**src/rtl/ps2_rx_frame_if.sv**
```systemverilog
// PS/2 receiver pin/code bundle: raw PS/2 pins in, decoded scan codes and status out.
interface ps2_rx_frame_if;
    logic       ps2_clk;
    logic       data;
    logic       code_ready;
    logic [7:0] code;
    logic       extended;
    logic       released;
    logic       code_valid;
    logic       frame_err;
    logic       overrun;

    // Receiver side
    modport master (
        input  ps2_clk, data, code_ready,
        output code, extended, released, code_valid, frame_err, overrun
    );

    // Pin driver / code consumer side
    modport slave (
        output ps2_clk, data, code_ready,
        input  code, extended, released, code_valid, frame_err, overrun
    );
endinterface

```
**src/rtl/ps2_rx_frame.sv**
```systemverilog
// PS/2 device-to-host frame receiver: sync + glitch filter on ps2_clk, 11-bit frame
// deserialiser, E0/F0 prefix folding, and code delivery with error reporting.
// Define PS2_RX_FIFO_EN to buffer deliveries in a FIFO_DEPTH-entry output FIFO
// with code_valid/code_ready handshake; otherwise code_valid is a one-cycle pulse.
module ps2_rx_frame #(
    parameter int unsigned FILTER_LEN  = 4,
    parameter int unsigned TIMEOUT_CYC = 50000,
    parameter int unsigned FIFO_DEPTH  = 4
) (
    input  logic           clk,
    input  logic           reset,
    ps2_rx_frame_if.master bus
);
    localparam int unsigned FCNT_W = (FILTER_LEN > 2) ? $clog2(FILTER_LEN) : 1;
    localparam int unsigned TMO_W  = $clog2(TIMEOUT_CYC);
    localparam int unsigned ENT_W  = 10;

    typedef enum logic [1:0] {IDLE, DATA, PARITY, STOP} state_e;

    logic              clk_s1_q, clk_s2_q, dat_s1_q, dat_s2_q;
    logic              filt_q, filt_d;
    logic [FCNT_W-1:0] fcnt_q, fcnt_d;
    logic              fall_c;

    state_e            state_q, state_d;
    logic [2:0]        bcnt_q, bcnt_d;
    logic [7:0]        shift_q, shift_d;
    logic              par_q, par_d;
    logic [TMO_W-1:0]  tmo_q, tmo_d;
    logic              ext_q, ext_d, rel_q, rel_d;
    logic              err_d, err_q;
    logic              push_c;
    logic [ENT_W-1:0]  entry_c;

    // Two-flop synchronisers; idle bus level is high
    always_ff @(posedge clk or negedge reset) begin
        if (!reset) begin
            clk_s1_q <= 1'b1;
            clk_s2_q <= 1'b1;
            dat_s1_q <= 1'b1;
            dat_s2_q <= 1'b1;
        end else begin
            clk_s1_q <= bus.ps2_clk;
            clk_s2_q <= clk_s1_q;
            dat_s1_q <= bus.data;
            dat_s2_q <= dat_s1_q;
        end
    end

    // Filtered clock flips after FILTER_LEN consecutive samples at the opposite level
    always_comb begin
        fcnt_d = '0;
        filt_d = filt_q;
        if (clk_s2_q != filt_q) begin
            if (fcnt_q == FCNT_W'(FILTER_LEN - 1)) begin
                filt_d = clk_s2_q;
            end else begin
                fcnt_d = fcnt_q + FCNT_W'(1);
            end
        end
    end

    assign fall_c = filt_q & ~filt_d;

    // Filter state and frame FSM registers
    always_ff @(posedge clk or negedge reset) begin
        if (!reset) begin
            filt_q  <= 1'b1;
            fcnt_q  <= '0;
            state_q <= IDLE;
            bcnt_q  <= '0;
            shift_q <= '0;
            par_q   <= 1'b0;
            tmo_q   <= '0;
            ext_q   <= 1'b0;
            rel_q   <= 1'b0;
            err_q   <= 1'b0;
        end else begin
            filt_q  <= filt_d;
            fcnt_q  <= fcnt_d;
            state_q <= state_d;
            bcnt_q  <= bcnt_d;
            shift_q <= shift_d;
            par_q   <= par_d;
            tmo_q   <= tmo_d;
            ext_q   <= ext_d;
            rel_q   <= rel_d;
            err_q   <= err_d;
        end
    end

    // Frame FSM: advances on filtered falls, timeout aborts a stalled frame
    always_comb begin
        state_d = state_q;
        bcnt_d  = bcnt_q;
        shift_d = shift_q;
        par_d   = par_q;
        tmo_d   = '0;
        ext_d   = ext_q;
        rel_d   = rel_q;
        err_d   = 1'b0;
        push_c  = 1'b0;

        if (state_q != IDLE && !fall_c) begin
            tmo_d = tmo_q + TMO_W'(1);
        end

        unique case (state_q)
            IDLE: begin
                if (fall_c && !dat_s2_q) begin
                    state_d = DATA;
                    bcnt_d  = '0;
                end
            end
            DATA: begin
                if (fall_c) begin
                    shift_d = {dat_s2_q, shift_q[7:1]};
                    bcnt_d  = bcnt_q + 3'd1;
                    if (bcnt_q == 3'd7) begin
                        state_d = PARITY;
                    end
                end
            end
            PARITY: begin
                if (fall_c) begin
                    par_d   = dat_s2_q;
                    state_d = STOP;
                end
            end
            STOP: begin
                if (fall_c) begin
                    state_d = IDLE;
                    if (dat_s2_q && ((^shift_q) ^ par_q)) begin
                        if (shift_q == 8'hE0) begin
                            ext_d = 1'b1;
                        end else if (shift_q == 8'hF0) begin
                            rel_d = 1'b1;
                        end else begin
                            push_c = 1'b1;
                            ext_d  = 1'b0;
                            rel_d  = 1'b0;
                        end
                    end else begin
                        err_d = 1'b1;
                        ext_d = 1'b0;
                        rel_d = 1'b0;
                    end
                end
            end
            default: state_d = IDLE;
        endcase

        if (state_q != IDLE && !fall_c && tmo_q == TMO_W'(TIMEOUT_CYC - 1)) begin
            state_d = IDLE;
            tmo_d   = '0;
            err_d   = 1'b1;
            ext_d   = 1'b0;
            rel_d   = 1'b0;
        end
    end

    assign entry_c       = {ext_q, rel_q, shift_q};
    assign bus.frame_err = err_q;

`ifdef PS2_RX_FIFO_EN
    localparam int unsigned PTR_W = $clog2(FIFO_DEPTH);

    logic [ENT_W-1:0] mem_q [FIFO_DEPTH];
    logic [PTR_W:0]   wr_q, rd_q;
    logic             ovr_q;
    logic             empty_c, full_c, pop_c, wr_c;

    assign empty_c = (wr_q == rd_q);
    assign full_c  = (wr_q[PTR_W] != rd_q[PTR_W]) && (wr_q[PTR_W-1:0] == rd_q[PTR_W-1:0]);
    assign pop_c   = !empty_c && bus.code_ready;
    assign wr_c    = push_c && (!full_c || pop_c);

    // Output FIFO: a push into a full FIFO is dropped unless a pop frees the slot
    always_ff @(posedge clk or negedge reset) begin
        if (!reset) begin
            for (int i = 0; i < int'(FIFO_DEPTH); i++) begin
                mem_q[i] <= '0;
            end
            wr_q  <= '0;
            rd_q  <= '0;
            ovr_q <= 1'b0;
        end else begin
            if (wr_c) begin
                mem_q[wr_q[PTR_W-1:0]] <= entry_c;
                wr_q <= wr_q + (PTR_W+1)'(1);
            end
            if (pop_c) begin
                rd_q <= rd_q + (PTR_W+1)'(1);
            end
            ovr_q <= push_c && full_c && !pop_c;
        end
    end

    assign {bus.extended, bus.released, bus.code} = mem_q[rd_q[PTR_W-1:0]];
    assign bus.code_valid = !empty_c;
    assign bus.overrun    = ovr_q;
`else
    logic [ENT_W-1:0] out_q;
    logic             valid_q;
    logic             unused_ready;

    // Delivery register: holds last code, valid pulses once per delivery
    always_ff @(posedge clk or negedge reset) begin
        if (!reset) begin
            out_q   <= '0;
            valid_q <= 1'b0;
        end else begin
            if (push_c) begin
                out_q <= entry_c;
            end
            valid_q <= push_c;
        end
    end

    assign unused_ready = bus.code_ready;
    assign {bus.extended, bus.released, bus.code} = out_q;
    assign bus.code_valid = valid_q;
    assign bus.overrun    = 1'b0;
`endif
endmodule

```
**src/flat_wrapper.sv**
```systemverilog
// flat-port wrapper written by rule: the top's interface ports become plain ports
module ps2_rx_frame_flat 
#(
    parameter int unsigned FILTER_LEN  = 4,
    parameter int unsigned TIMEOUT_CYC = 50000,
    parameter int unsigned FIFO_DEPTH  = 4
)
  (clk, reset, bus_ps2_clk, bus_data, bus_code_ready, bus_code, bus_extended, bus_released, bus_code_valid, bus_frame_err, bus_overrun);
  ps2_rx_frame_if bus_i ();
  input  logic clk;
  input  logic reset;
  input wire logic [$bits(bus_i.ps2_clk)-1:0] bus_ps2_clk;
  input wire logic [$bits(bus_i.data)-1:0] bus_data;
  input wire logic [$bits(bus_i.code_ready)-1:0] bus_code_ready;
  output wire logic [$bits(bus_i.code)-1:0] bus_code;
  output wire logic [$bits(bus_i.extended)-1:0] bus_extended;
  output wire logic [$bits(bus_i.released)-1:0] bus_released;
  output wire logic [$bits(bus_i.code_valid)-1:0] bus_code_valid;
  output wire logic [$bits(bus_i.frame_err)-1:0] bus_frame_err;
  output wire logic [$bits(bus_i.overrun)-1:0] bus_overrun;
  assign bus_i.ps2_clk = bus_ps2_clk;
  assign bus_i.data = bus_data;
  assign bus_i.code_ready = bus_code_ready;
  assign bus_code = bus_i.code;
  assign bus_extended = bus_i.extended;
  assign bus_released = bus_i.released;
  assign bus_code_valid = bus_i.code_valid;
  assign bus_frame_err = bus_i.frame_err;
  assign bus_overrun = bus_i.overrun;
  ps2_rx_frame #(.FILTER_LEN(FILTER_LEN), .TIMEOUT_CYC(TIMEOUT_CYC), .FIFO_DEPTH(FIFO_DEPTH)) u_core (.clk(clk), .reset(reset), .bus(bus_i));
endmodule
```
**config.mk**
```make
export PLATFORM = sky130hd
export DESIGN_NAME = ps2_rx_frame_flat
export DESIGN_NICKNAME = d
export VERILOG_FILES = /design/src/rtl/ps2_rx_frame_if.sv /design/src/rtl/ps2_rx_frame.sv /design/src/flat_wrapper.sv
export SDC_FILE = /design/constraint.sdc
export NUM_CORES = 1
export LEC_CHECK = 0
export BUFFER_PORTS_ARGS = -buffer_cell sky130_fd_sc_hd__buf_2
export CAP_MARGIN = 20
export CORE_MARGIN = 10
export CORE_UTILIZATION = 28
export DETAILED_ROUTE_END_ITERATION = 10
export GPL_TIMING_DRIVEN = 0
export PLACE_DENSITY_LB_ADDON = 0.25
export SLEW_MARGIN = 25
export SYNTH_ARGS = -nofsm -noshare
export SYNTH_HDL_FRONTEND = slang
export SYNTH_SLANG_ARGS = --single-unit
export TNS_END_PERCENT = 100
```
**constraint.sdc**
```tcl
create_clock -name clk -period 4.9 [get_ports clk]
set_input_delay 0.245 -clock clk [delete_from_list [all_inputs] [get_ports clk]]
set_output_delay 0.245 -clock clk [all_outputs]
set_load 0.1 [all_outputs]
```
# After elaboration in Yosys (flattened, before gate mapping)
# Index checks and enable logic that the tools add are counted.
[classes]
n_reduce_logical = 18
n_eq_ne = 18
n_bitwise = 3
n_mux = 37
add_sub_neg = 3
[op_table]
columns = ["op", "count"]
rows = [
  ["$mux 16", 2],
  ["$mux 1", 23],
  ["$add 16x1->16 const B", 1],
  ["$eq 16x16->1 const B", 1],
  ["$eq 8x8->1 const B", 2],
  ["$mux 2", 8],
  ["$ne 3x1->1 const B", 5],
  ["$reduce_and 3->1", 3],
  ["$pmux 2 s4", 1],
  ["$reduce_bool 2->1", 4],
  ["$reduce_xor 8->1", 1],
  ["$eq 2x2->1 const B", 3],
  ["$mux 3", 2],
  ["$pmux 3 s2", 1],
  ["$reduce_and 5->1", 1],
  ["$logic_and 1x1->1", 4],
  ["$ne 2x1->1 const B", 2],
  ["$ne 4x4->1 const B", 1],
  ["$reduce_and 2->1", 2],
  ["$add 3x1->3 const B", 1],
  ["$eq 3x3->1 const B", 1],
  ["$ne 3x3->1 const B", 1],
  ["$add 2x1->2 const B", 1],
  ["$eq 2x1->1 const B", 1],
  ["other kinds (6)", 7],
]
[word_totals]
out_inout_bits = 13
regBits = 51
word_cells = 95

# Longest topological paths before layout
# Gate-level depths: netlist of the first run.
[depth]
ltp_word = 10
mapped_depth = 7
ltp_nobuf = 6

# Worst setup path after synthesis of the first run
# Ideal clock, no wire load.
[synth_timing]
path_kind = "register to register"
startpoint = "register u_core.shift_q[6]"
endpoint = "register u_core.out_q[1]"
n_path_buf = 1
required_ps = 4775
stages_incl_launch_ff = 7
arrival_time_ps = 1813
setup_slack_ps = 2962
period_less_slack_ps = 1938
cell_sequence = "dfrtp_1 > ha_1 > xnor2_1 > xnor3_1 > nand3_2 > buf_6 > mux2_4"
[synth_between]
elab_chain_cells = 6
[synth_lines]
columns = ["element", "line", "text"]
rows = [
  ["start: declaration", "ps2_rx_frame.sv:27", "logic [7:0] shift_q, shift_d;"],
  ["start signal: assignment", "ps2_rx_frame.sv:83", "shift_q <= shift_d;"],
  ["$eq 8x8->1 / $reduce_xor 8->1 (equally long branches)", "ps2_rx_frame.sv:136, ps2_rx_frame.sv:133", ""],
  ["$mux 1 / $xor 1x1->1 (equally long branches)", "ps2_rx_frame.sv:136, ps2_rx_frame.sv:133", ""],
  ["$mux 1 / $logic_and 1x1->1 (equally long branches)", "ps2_rx_frame.sv:134, ps2_rx_frame.sv:133", ""],
  ["$mux 1 *", "ps2_rx_frame.sv:133", "if (dat_s2_q && ((^shift_q) ^ par_q)) begin"],
  ["$mux 1 *", "ps2_rx_frame.sv:131", "if (fall_c) begin"],
  ["$mux 1 *", "ps2_rx_frame.sv:108", "unique case (state_q)"],
  ["end signal: assignment", "ps2_rx_frame.sv:214", "out_q <= entry_c;"],
  ["end: declaration", "ps2_rx_frame.sv:203", "logic [ENT_W-1:0] out_q;"],
]
# Every way passes the cells marked *; elsewhere a longest branch is shown, timed or not.
# A chain may end at the register's enable or synchronous reset.

# Worst setup path in the final report of the first run
[layout_timing]
startpoint = "register u_core.shift_q[6]"
endpoint = "register u_core.out_q[7]"
# Same word-level chain as after synthesis.

==> results.toml, run 1 <==
[status]
outcome = "complete, no violations"

[min_path]
hp-start = "bus_data"
hold_end = "u_core.dat_s1_q$_DFF_PN1_"
hold_class = "in2reg"
whs_path_depth = 1

[final_layout]
num-nets-final = 248
antennaDiodeCount = 0
area_growth_pct = 13.8
drive_gt1_share_pct = 23.8
fillers = 873

[logic_synthesis]
yosysSeqAreaShare_pct = 51.9
synth-compound-area-share_pct = 7.85
yosysTopAreaCell = "dfrtp_1"
synthArstFlopShare_pct = 100
synth_top_family_by_area = "simple AND/OR/NAND/NOR gates"
synth_xor_area_share_pct = 5.87
synth_nets = 225
synth_top_area_share_pct = 46.6
syn-mean-instance-area_um2 = 11.9
synthesis.area_um2 = 2470
synth_cells = 207
synth_area_leaders = "dfrtp_1 (47%), ha_1 (6.6%), mux2_4 (5.5%), dfstp_2 (5.3%), mux2_2 (3.6%)"
synthMuxAreaShare_pct = 9.11
synth_edf_count = 0
post_synth_and_or_nand_nor_area_fraction_pct = 14.9
ys_warn_count = 0
synthAdderAreaFrac_pct = 6.58
ys_ff_latch = 51
synth_ff_type = "dfrtp_1"
ys_types = 48

[floorplanning]
core.rowCount = 34
initial_core_util_pct = 28.6
die_area_um2 = 13000
die_w_um = 114
die_y_um = 114
core-area_um2 = 8640
ios = 18

[sta]
tns_ps = 0
slew_headroom_pct = 58.0
finalHoldViolCount = 0
finalSetupViolations = 0
fin_hold_ws_ps = 41.9
worstMarginPinSlew_ps = 631
max_freq_mhz = 473
maxSlewViolCount = 0
skew_ps = 10.0
fin_crit_ps = 2120
grt_setup_unrepaired = "no"
min_period_over_period_pct = 43.2

[grt]
overflow = 0
grt_pass1_wl_um = 7490
antenna_found_initial = 0
grt_max_degree = 52
grt_use_total_pct = 6.81
first_global_vias = 1571

[setup_path]
critPathLaunchType = "flip-flop"
cp.required_ps = 5090
crit_path_max_incr_delay_ps = 430
worstSetupPathType = "reg2reg"
critPathBufInv = 1
cp.depth = 6
path_max_fanout = 10
cp.arrival_ps = 2310
r2r_slack_ps = 2780
rr_worst_depth = 6
reg2reg_from = "u_core.shift_q[6]$_DFFE_PN0P_"
cp_top_family = "XOR/XNOR gates"
setup.worst_path.end_class = "flip-flop"
path_cells = "ha_1 -> xnor2_1 -> xnor3_1 -> nand3_2 -> buf_6 -> mux2_4"
timing.rr.end = "u_core.out_q[7]$_DFFE_PN0P_"
slowest_stage = "dfrtp_1"

[clock_network]
hold_buffers = 1
clk_path_buf_depth = 2
cts_root_buf = "clkbuf_8"
cts_tree = "done"
path_clk_slew_ps = 90
clock_latency_ps = 300
cts_resized = 0
clkSinkCount = 51
h-tree-depth = 2
postCtsSetupRepairBufs = 0
cts_made_buffers = 5

[detailed_routing]
routedWlPerCell_um = 12.5
dr.pass1.iters = 4
drt_iter0_markers = 85
vias = 1544
wl_um = 4250
via_per_inst = 4.55
ant_nets = 0
drc_errors = 0

[run]
drv_cap = 0

[place]
io_buffers = 15
gp_congestion = 0.721
dp_hpwl_um = 3030

[power]
vdd_drop_max_uv = 127
totalPowerFinal_mw = 1.06
power.leakage_nw = 1.38
power_density_nw_per_um2 = 379
## state kept, by name, indices dropped and copies added, names as in the netlist
register	count
u_core.state_q	2
u_core.par_q	1
u_core.out_q	10
u_core.rel_q	1
u_core.shift_q	8
u_core.filt_q	1
u_core.bus.code_valid	1
u_core.tmo_q	16
u_core.ext_q	1
u_core.dat_s1_q	1
u_core.fcnt_q	2
u_core.bus.frame_err	1
u_core.clk_s2_q	1
u_core.dat_s2_q	1
u_core.bcnt_q	3
u_core.clk_s1_q	1
## where the power goes
part / internal [mW] / total [mW] / switching (mW)
Clock: 0.165 / 0.298 / 0.132
Combinational: 0.108 / 0.261 / 0.154
Sequential: 0.469 / 0.506 / 0.0365
Total: 0.742 / 1.06 / 0.322
## kinds of logic (layout without fill, tap and decap cells)
logic type | Yosys count | in the layout
XOR/XNOR | 15 | 15
AO/OA/AOI/OAI | 29 | 29
flip-flops | 51 | 51
other | 1 | 1
AND/OR/NAND/NOR | 64 | 64
adder cells (fa/ha/maj) | 13 | 13
multiplexers | 17 | 17
buffers and inverters | 17 | 41
## worst max-delay path by stage
stage                             startpoint                          end  slack, ps
2_1_floorplan  u_core.shift_q[6]$_DFFE_PN0P_  u_core.out_q[1]$_DFFE_PN0P_       2960
3_3_place_gp   u_core.shift_q[6]$_DFFE_PN0P_  u_core.out_q[7]$_DFFE_PN0P_       2780
3_5_place_dp   u_core.shift_q[6]$_DFFE_PN0P_  u_core.out_q[7]$_DFFE_PN0P_       2790
4_1_cts        u_core.shift_q[6]$_DFFE_PN0P_  u_core.out_q[4]$_DFFE_PN0P_       2770
5_1_grt            u_core.tmo_q[0]$_DFF_PN0_    u_core.tmo_q[8]$_DFF_PN0_       2630
6_report       u_core.shift_q[6]$_DFFE_PN0P_  u_core.out_q[7]$_DFFE_PN0P_       2780
## cells in the mapped netlist, types with 3 or more instances
library cell / n
ha_1: 13
xnor2_1: 6
mux2_4: 9
inv_1: 10
dfrtp_1: 46
dfstp_2: 5
and2_1: 4
xor2_1: 8
and3_1: 3
nor2_1: 15
mux2_2: 8
o211ai_1: 4
nand4_1: 7
a21oi_1: 4
nand2_1: 14
o21ai_0: 9
nand3_1: 3
## stage by stage
stage	instance area (um^2)	worst slack, ps	cells	utilization [%]
2_1_floorplan	2470	2960	207	-
3_3_place_gp	2680	2780	330	31.0
3_5_place_dp	2680	2790	330	31.1
4_1_cts	2810	2770	339	32.6
5_1_grt	2810	2630	339	32.6
6_report	2810	2780	339	32.6
## layout make-up
type / count / area (um^2) / share of cell area [%]
sequential: 51 / 1280 / 45.6
clock inverter: 2 / 35.0 / 1.25
inverter: 10 / 37.5 / 1.34
multi-input combinational: 139 / 1100 / 39.1
clock buffer: 6 / 82.6 / 2.94
buffer: 7 / 51.3 / 1.82
timing repair buffer: 16 / 87.6 / 3.12
tap: 108 / 135 / 4.81
## cell usage in the layout, fill, tap and decap left out, types with 3 or more instances in the layout
cell type  netlist  layout
buf_4            2       3
a21oi_1          4       4
and2_1           4       4
xor2_1           8       8
inv_1           10      10
and3_1           3       3
nand3_1          3       3
nand4_1          7       7
buf_2            2      16
mux2_2           8       8
o21ai_0          9       9
clkbuf_8         0       6
ha_1            13      13
dfstp_2          5       5
nand2_1         14      14
mux2_4           9       9
o211ai_1         4       4
xnor2_1          6       6
nor2_1          15      15
dfrtp_1         46      46
## routing by layer
layer	GRT usage [%]	vias up	wire length [um]
li1	-	779	-
met1	9.32	740	2160
met2	9.91	19	1860
met3	1.78	6	145
met4	2.76	0	79
met5	0	-	0
(Power assumes the default switching activity.)
==> run 2, diff against run 1 <==
==> constraint.sdc (replaced) <==
create_clock -name clk -period 1.9 [get_ports clk]
set_input_delay 0.095 -clock clk [delete_from_list [all_inputs] [get_ports clk]]
set_output_delay 0.095 -clock clk [all_outputs]
set_load 0.1 [all_outputs]
==> results.toml, run 2 (synthesis gave the netlist of run 1 again) <==
[clock_network]
clkSinkCount = 51
clk_path_buf_depth = 2
cts_root_buf = "clkbuf_8"
cts_made_buffers = 5
h-tree-depth = 2
path_clk_slew_ps = 90
clock_latency_ps = 300
cts_tree = "done"

[floorplanning]
initial_core_util_pct = 28.6
die_y_um = 114
core-area_um2 = 8640
die_w_um = 114
core.rowCount = 34
ios = 18
die_area_um2 = 13000

[min_path]
hold_class = "in2async"

[setup_path]
cp.arrival_ps = 2090
cp.required_ps = 2090
path_max_fanout = 5
reg2reg_from = "u_core.shift_q[6]$_DFFE_PN0P_"
setup.worst_path.end_class = "flip-flop"
rr_worst_depth = 6
r2r_slack_ps = 0.7
critPathLaunchType = "flip-flop"
timing.rr.end = "u_core.out_q[1]$_DFFE_PN0P_"
worstSetupPathType = "reg2reg"

[sta]
grt_setup_unrepaired = "yes"
skew_ps = 11.0
max_freq_mhz = 527
maxSlewViolCount = 0
min_period_over_period_pct = 100
slew_headroom_pct = 56.9
worstMarginPinSlew_ps = 647
fin_crit_ps = 1900
fin_hold_ws_ps = 360
finalHoldViolCount = 0
finalSetupViolations = 0

[final_layout]
final_common_cell = "dfrtp_1"
drive_gt1_share_pct = 31.0
antennaDiodeCount = 0
fin_cells = 353
area_growth_pct = 20.9
top_register = "u_core.tmo_q"
mostFrequentLayoutCells = "dfrtp_1 (46), buf_2 (16), nor2_1 (15), buf_4 (13), nand2_1 (13)"
top_regs = "u_core.tmo_q (16), u_core.out_q (10), u_core.shift_q (8)"
num-nets-final = 262
largest_reg_flops = 16
stdcell_area_um2 = 2990

[power]
swShare_pct = 32.1
p_int_mw = 1.80
p_seq_share_pct = 49.2
power_switching_mw = 0.853
pwr-share-comb_pct = 28.3
power_frac_clock_pct = 22.5
vdd_drop_max_uv = 350
power_density_nw_per_um2 = 889
power.leakage_nw = 1.45

[grt]
grt_pass1_wl_um = 7600
grt_use_total_pct = 7.03
antenna_found_initial = 0
first_global_vias = 1587
overflow = 0
grt_max_degree = 52

[detailed_routing]
routedWlPerCell_um = 12.7
vias = 1605
wl_um = 4480
dr.pass1.iters = 4
via_per_inst = 4.55
ant_nets = 0
drc_errors = 0
drt_iter0_markers = 62

[place]
place_area_um2 = 2680
dp_hpwl_um = 3020
post-place-cells = 330
gp_congestion = 0.703
io_buffers = 15

[status]
outcome = "complete, no violations"

[run]
drv_cap = 0
[run 2: repair_timing]
item	4_1_cts	5_1_grt
resized for setup	6	10
buffers inserted	7	4
hold endpoints to repair	48	0
cloned	0	1
setup endpoints to repair	21	12
hold buffers	3	0
pin swaps	2	4
[run 2: critical path, cell delays in order, from the launching register on]
cell and delay, ps:
dfrtp_1 420, ha_4 260, xnor2_2 130, xnor3_2 400
nand3_4 140, clkbuf_16 160, mux2_4 290
[run 2: layout make-up]
class	count	area [um^2]
Fill cell	867	5650
Sequential cell	51	1280
Multi-Input combinational cell	139	1170
Timing Repair Buffer	30	219
Tap cell	108	135
Clock buffer	7	76.3
Buffer	7	60.1
Inverter	10	37.5
Clock inverter	1	5.00
[run 2: metrics by stage]
step	utilization [%]	setup TNS, ps	power [mW]	worst slack, ps
2_1_floorplan	-	-223	1.81	-24.8
3_3_place_gp	31.0	-2500	1.97	-179
3_5_place_dp	31.1	-2900	1.99	-200
4_1_cts	33.4	0	2.70	4.77
5_1_grt	34.6	-280	2.85	-43.3
6_report	34.6	0	2.65	0.704
[run 2: power by group through the flow]
stage                     combinational [mW]  sequential, mW  clock, mW
after floorplan                        0.505            1.31          0
after CTS                              0.755            1.31      0.639
final                                  0.752            1.31      0.596
after global placement                 0.650            1.32          0
after global routing                   0.841            1.33      0.682
after detailed placement               0.665            1.33          0
[run 2: per-layer routing]
| layer | global-route usage, % | wire [um] | vias to the layer above | share of wire [%] |
|---|---|---|---|---|
| li1 | - | - | 807 | - |
| met1 | 9.15 | 2290 | 773 | 51 |
| met2 | 10.6 | 2020 | 21 | 45 |
| met3 | 1.36 | 108 | 4 | 2.4 |
| met4 | 4.01 | 63 | 0 | 1.4 |
| met5 | 0 | 0 | - | 0 |
[run 2: worst max path at each step]
stage,startpoint,to,slack [ps],cells past startpoint
global route,u_core.shift_q[4]$_DFFE_PN0P_,u_core.out_q[1]$_DFFE_PN0P_,-40,7
floorplan,u_core.shift_q[5]$_DFFE_PN0P_,u_core.out_q[1]$_DFFE_PN0P_,-20,6
CTS,u_core.shift_q[6]$_DFFE_PN0P_,u_core.out_q[7]$_DFFE_PN0P_,5,6
global placement,u_core.shift_q[5]$_DFFE_PN0P_,u_core.out_q[6]$_DFFE_PN0P_,-180,6
detailed placement,u_core.shift_q[5]$_DFFE_PN0P_,u_core.out_q[7]$_DFFE_PN0P_,-200,6
finish,u_core.shift_q[6]$_DFFE_PN0P_,u_core.out_q[1]$_DFFE_PN0P_,0.7,6
==> run 3, diff against run 2 <==
--- a/config.mk
+++ b/config.mk
@@ -7,11 +7,11 @@
 export LEC_CHECK = 0
 export BUFFER_PORTS_ARGS = -buffer_cell sky130_fd_sc_hd__buf_2
 export CAP_MARGIN = 20
+export CORE_ASPECT_RATIO = 1.75
 export CORE_MARGIN = 10
 export CORE_UTILIZATION = 28
 export DETAILED_ROUTE_END_ITERATION = 10
 export GPL_TIMING_DRIVEN = 0
-export PLACE_DENSITY_LB_ADDON = 0.25
 export SLEW_MARGIN = 25
 export SYNTH_ARGS = -nofsm -noshare
 export SYNTH_HDL_FRONTEND = slang
==> results.toml, run 3 (synthesis gave the netlist of run 1 again) <==
[status]
outcome = "complete, no violations"

[sta]
fin_crit_ps = 1890
finalSetupViolations = 0
max_freq_mhz = 530
finalHoldViolCount = 0
grt_setup_unrepaired = "yes"
min_period_over_period_pct = 99.2
maxSlewViolCount = 0
skew_ps = 4.76
tns_ps = 0
finalWorstSetupSlack_ps = 14.4
slew_headroom_pct = 58.3
worstMarginPinSlew_ps = 625

[final_layout]
area_growth_pct = 22.5
antennaDiodeCount = 0
fillers = 891
top_register = "u_core.tmo_q"
drive_gt1_share_pct = 29.7
top_regs = "u_core.tmo_q (16), u_core.out_q (10), u_core.shift_q (8)"
largest_reg_flops = 16
final_util_pct = 34.9
num-nets-final = 256
stdcell_area_um2 = 3030
final_common_cell = "dfrtp_1"
mostFrequentLayoutCells = "dfrtp_1 (45), buf_2 (16), nor2_1 (15), nand2_1 (13)"

[setup_path]
cp.arrival_ps = 2060
path_cells = "ha_4 -> xnor2_2 -> xnor3_2 -> nand3_4 -> clkbuf_16 -> mux2_4"
critPathLaunch = "u_core.shift_q[7]$_DFFE_PN0P_"
setup.worst_path.end_class = "flip-flop"
critPathLaunchType = "flip-flop"
cp.required_ps = 2070
path_max_fanout = 5
slowest_stage = "dfrtp_1"
worstSetupPathType = "reg2reg"
cp_top_family = "XOR/XNOR gates"
critPathBufInv = 1
crit_path_max_incr_delay_ps = 410
reg2reg_from = "u_core.shift_q[7]$_DFFE_PN0P_"

[detailed_routing]
dr.pass1.iters = 4
drt_iter0_markers = 93
via_per_inst = 4.63
drc_errors = 0
routedWlPerCell_um = 13.1
ant_nets = 0
vias = 1650
wl_um = 4650

[power]
totalPowerFinal_mw = 3.02
vdd_drop_max_uv = 411
power_density_nw_per_um2 = 997
power.leakage_nw = 1.45

[floorplanning]
die_w_um = 91.0
ios = 18
die_y_um = 144
initial_core_util_pct = 28.5
core.rowCount = 45
die_area_um2 = 13100
core-area_um2 = 8670

[place]
pre_cts_ws_ps = -218
gp_congestion = 0.761
dp_hpwl_um = 3310
place_area_um2 = 2700
io_buffers = 15

[grt]
overflow = 0
grt_max_degree = 52
grt_pass1_wl_um = 8200
grt_use_total_pct = 7.57
first_global_vias = 1772
antenna_found_initial = 0

[clock_network]
clk_path_buf_depth = 2
cts_made_buffers = 5
path_clk_slew_ps = 60
h-tree-depth = 2
clkSinkCount = 51
clock_latency_ps = 290
cts_root_buf = "clkbuf_16"
cts_tree = "done"

[min_path]
hp-start = "u_core.dat_s1_q$_DFF_PN1_"
hold_class = "reg2reg"

[run]
drv_cap = 0
[run 3: cell types whose count changed in the layout (fill, tap and decap cells not counted), moves of 2 or more]
cell       before  now
clkbuf_8        5    2
clkbuf_16       1    6
ha_2            2    0
buf_4          13    8
clkbuf_1        3    1
[run 3: path summary, 6_finish.rpt]
check	to	slack, ps	cells past startpoint
worst max-delay path	u_core.out_q[7]$_DFFE_PN0P_	10	6
worst max register to register	u_core.out_q[7]$_DFFE_PN0P_	10	6
min in group asynchronous	u_core.out_q[6]$_DFFE_PN0P_	370	2
worst min register to register	u_core.dat_s2_q$_DFF_PN1_	360	0
worst min-delay path	u_core.dat_s2_q$_DFF_PN1_	360	0
max in group asynchronous	u_core.shift_q[6]$_DFFE_PN0P_	1080	2
[run 3: final cells by class]
class	instances	area (um^2)	area share (%)
buffer	7	60.1	1.98
clock buffer	7	153	5.04
clock inverter	1	7.51	0.248
inverter	10	37.5	1.24
multi-input combinational	139	1170	38.6
sequential	51	1280	42.4
tap	117	146	4.84
timing repair buffer	24	170	5.62
[run 3: per-layer routing]
layer | share of wire, % | GRT usage, % | wire [um] | vias to the layer above
li1 | - | - | - | 790
met1 | 41 | 7.61 | 1900 | 829
met2 | 54 | 14.3 | 2530 | 22
met3 | 2.2 | 1.25 | 101 | 9
met4 | 2.6 | 4.23 | 119 | 0
met5 | 0 | 0 | 0 | -
[run 3: where the power goes]
| part | switching [mW] | internal, mW | total (mW) | leakage, nW |
|---|---|---|---|---|
| logic | 0.419 | 0.340 | 0.758 | 0.690 |
| clock network | 0.380 | 0.560 | 0.940 | 0.0761 |
| registers | 0.108 | 1.21 | 1.32 | 0.683 |
[run 3: what timing repair did]
item | in CTS | in global routing
hold buffers | 3 | 0
gates resized for setup | 8 | 7
endpoints found under the hold margin | 48 | 0
cloned | 0 | 1
pin swaps | 2 | 3
endpoints found under the setup margin | 21 | 11
setup buffers | 5 | 0
[run 3: worst register-to-register path, cell delays in order, from the launching register on]
cell	delay [ps]
dfrtp_1	410
ha_4	260
xnor2_2	130
xnor3_2	400
nand3_4	110
clkbuf_16	160
mux2_4	290
[run 3: per-stage QoR]
stage / hold slack (ps) / std cells
finish: 355 / 356
global route: 362 / 356
CTS: 357 / 355
detailed placement: 172 / 339
global placement: 202 / 339
floorplan: -201 / 207
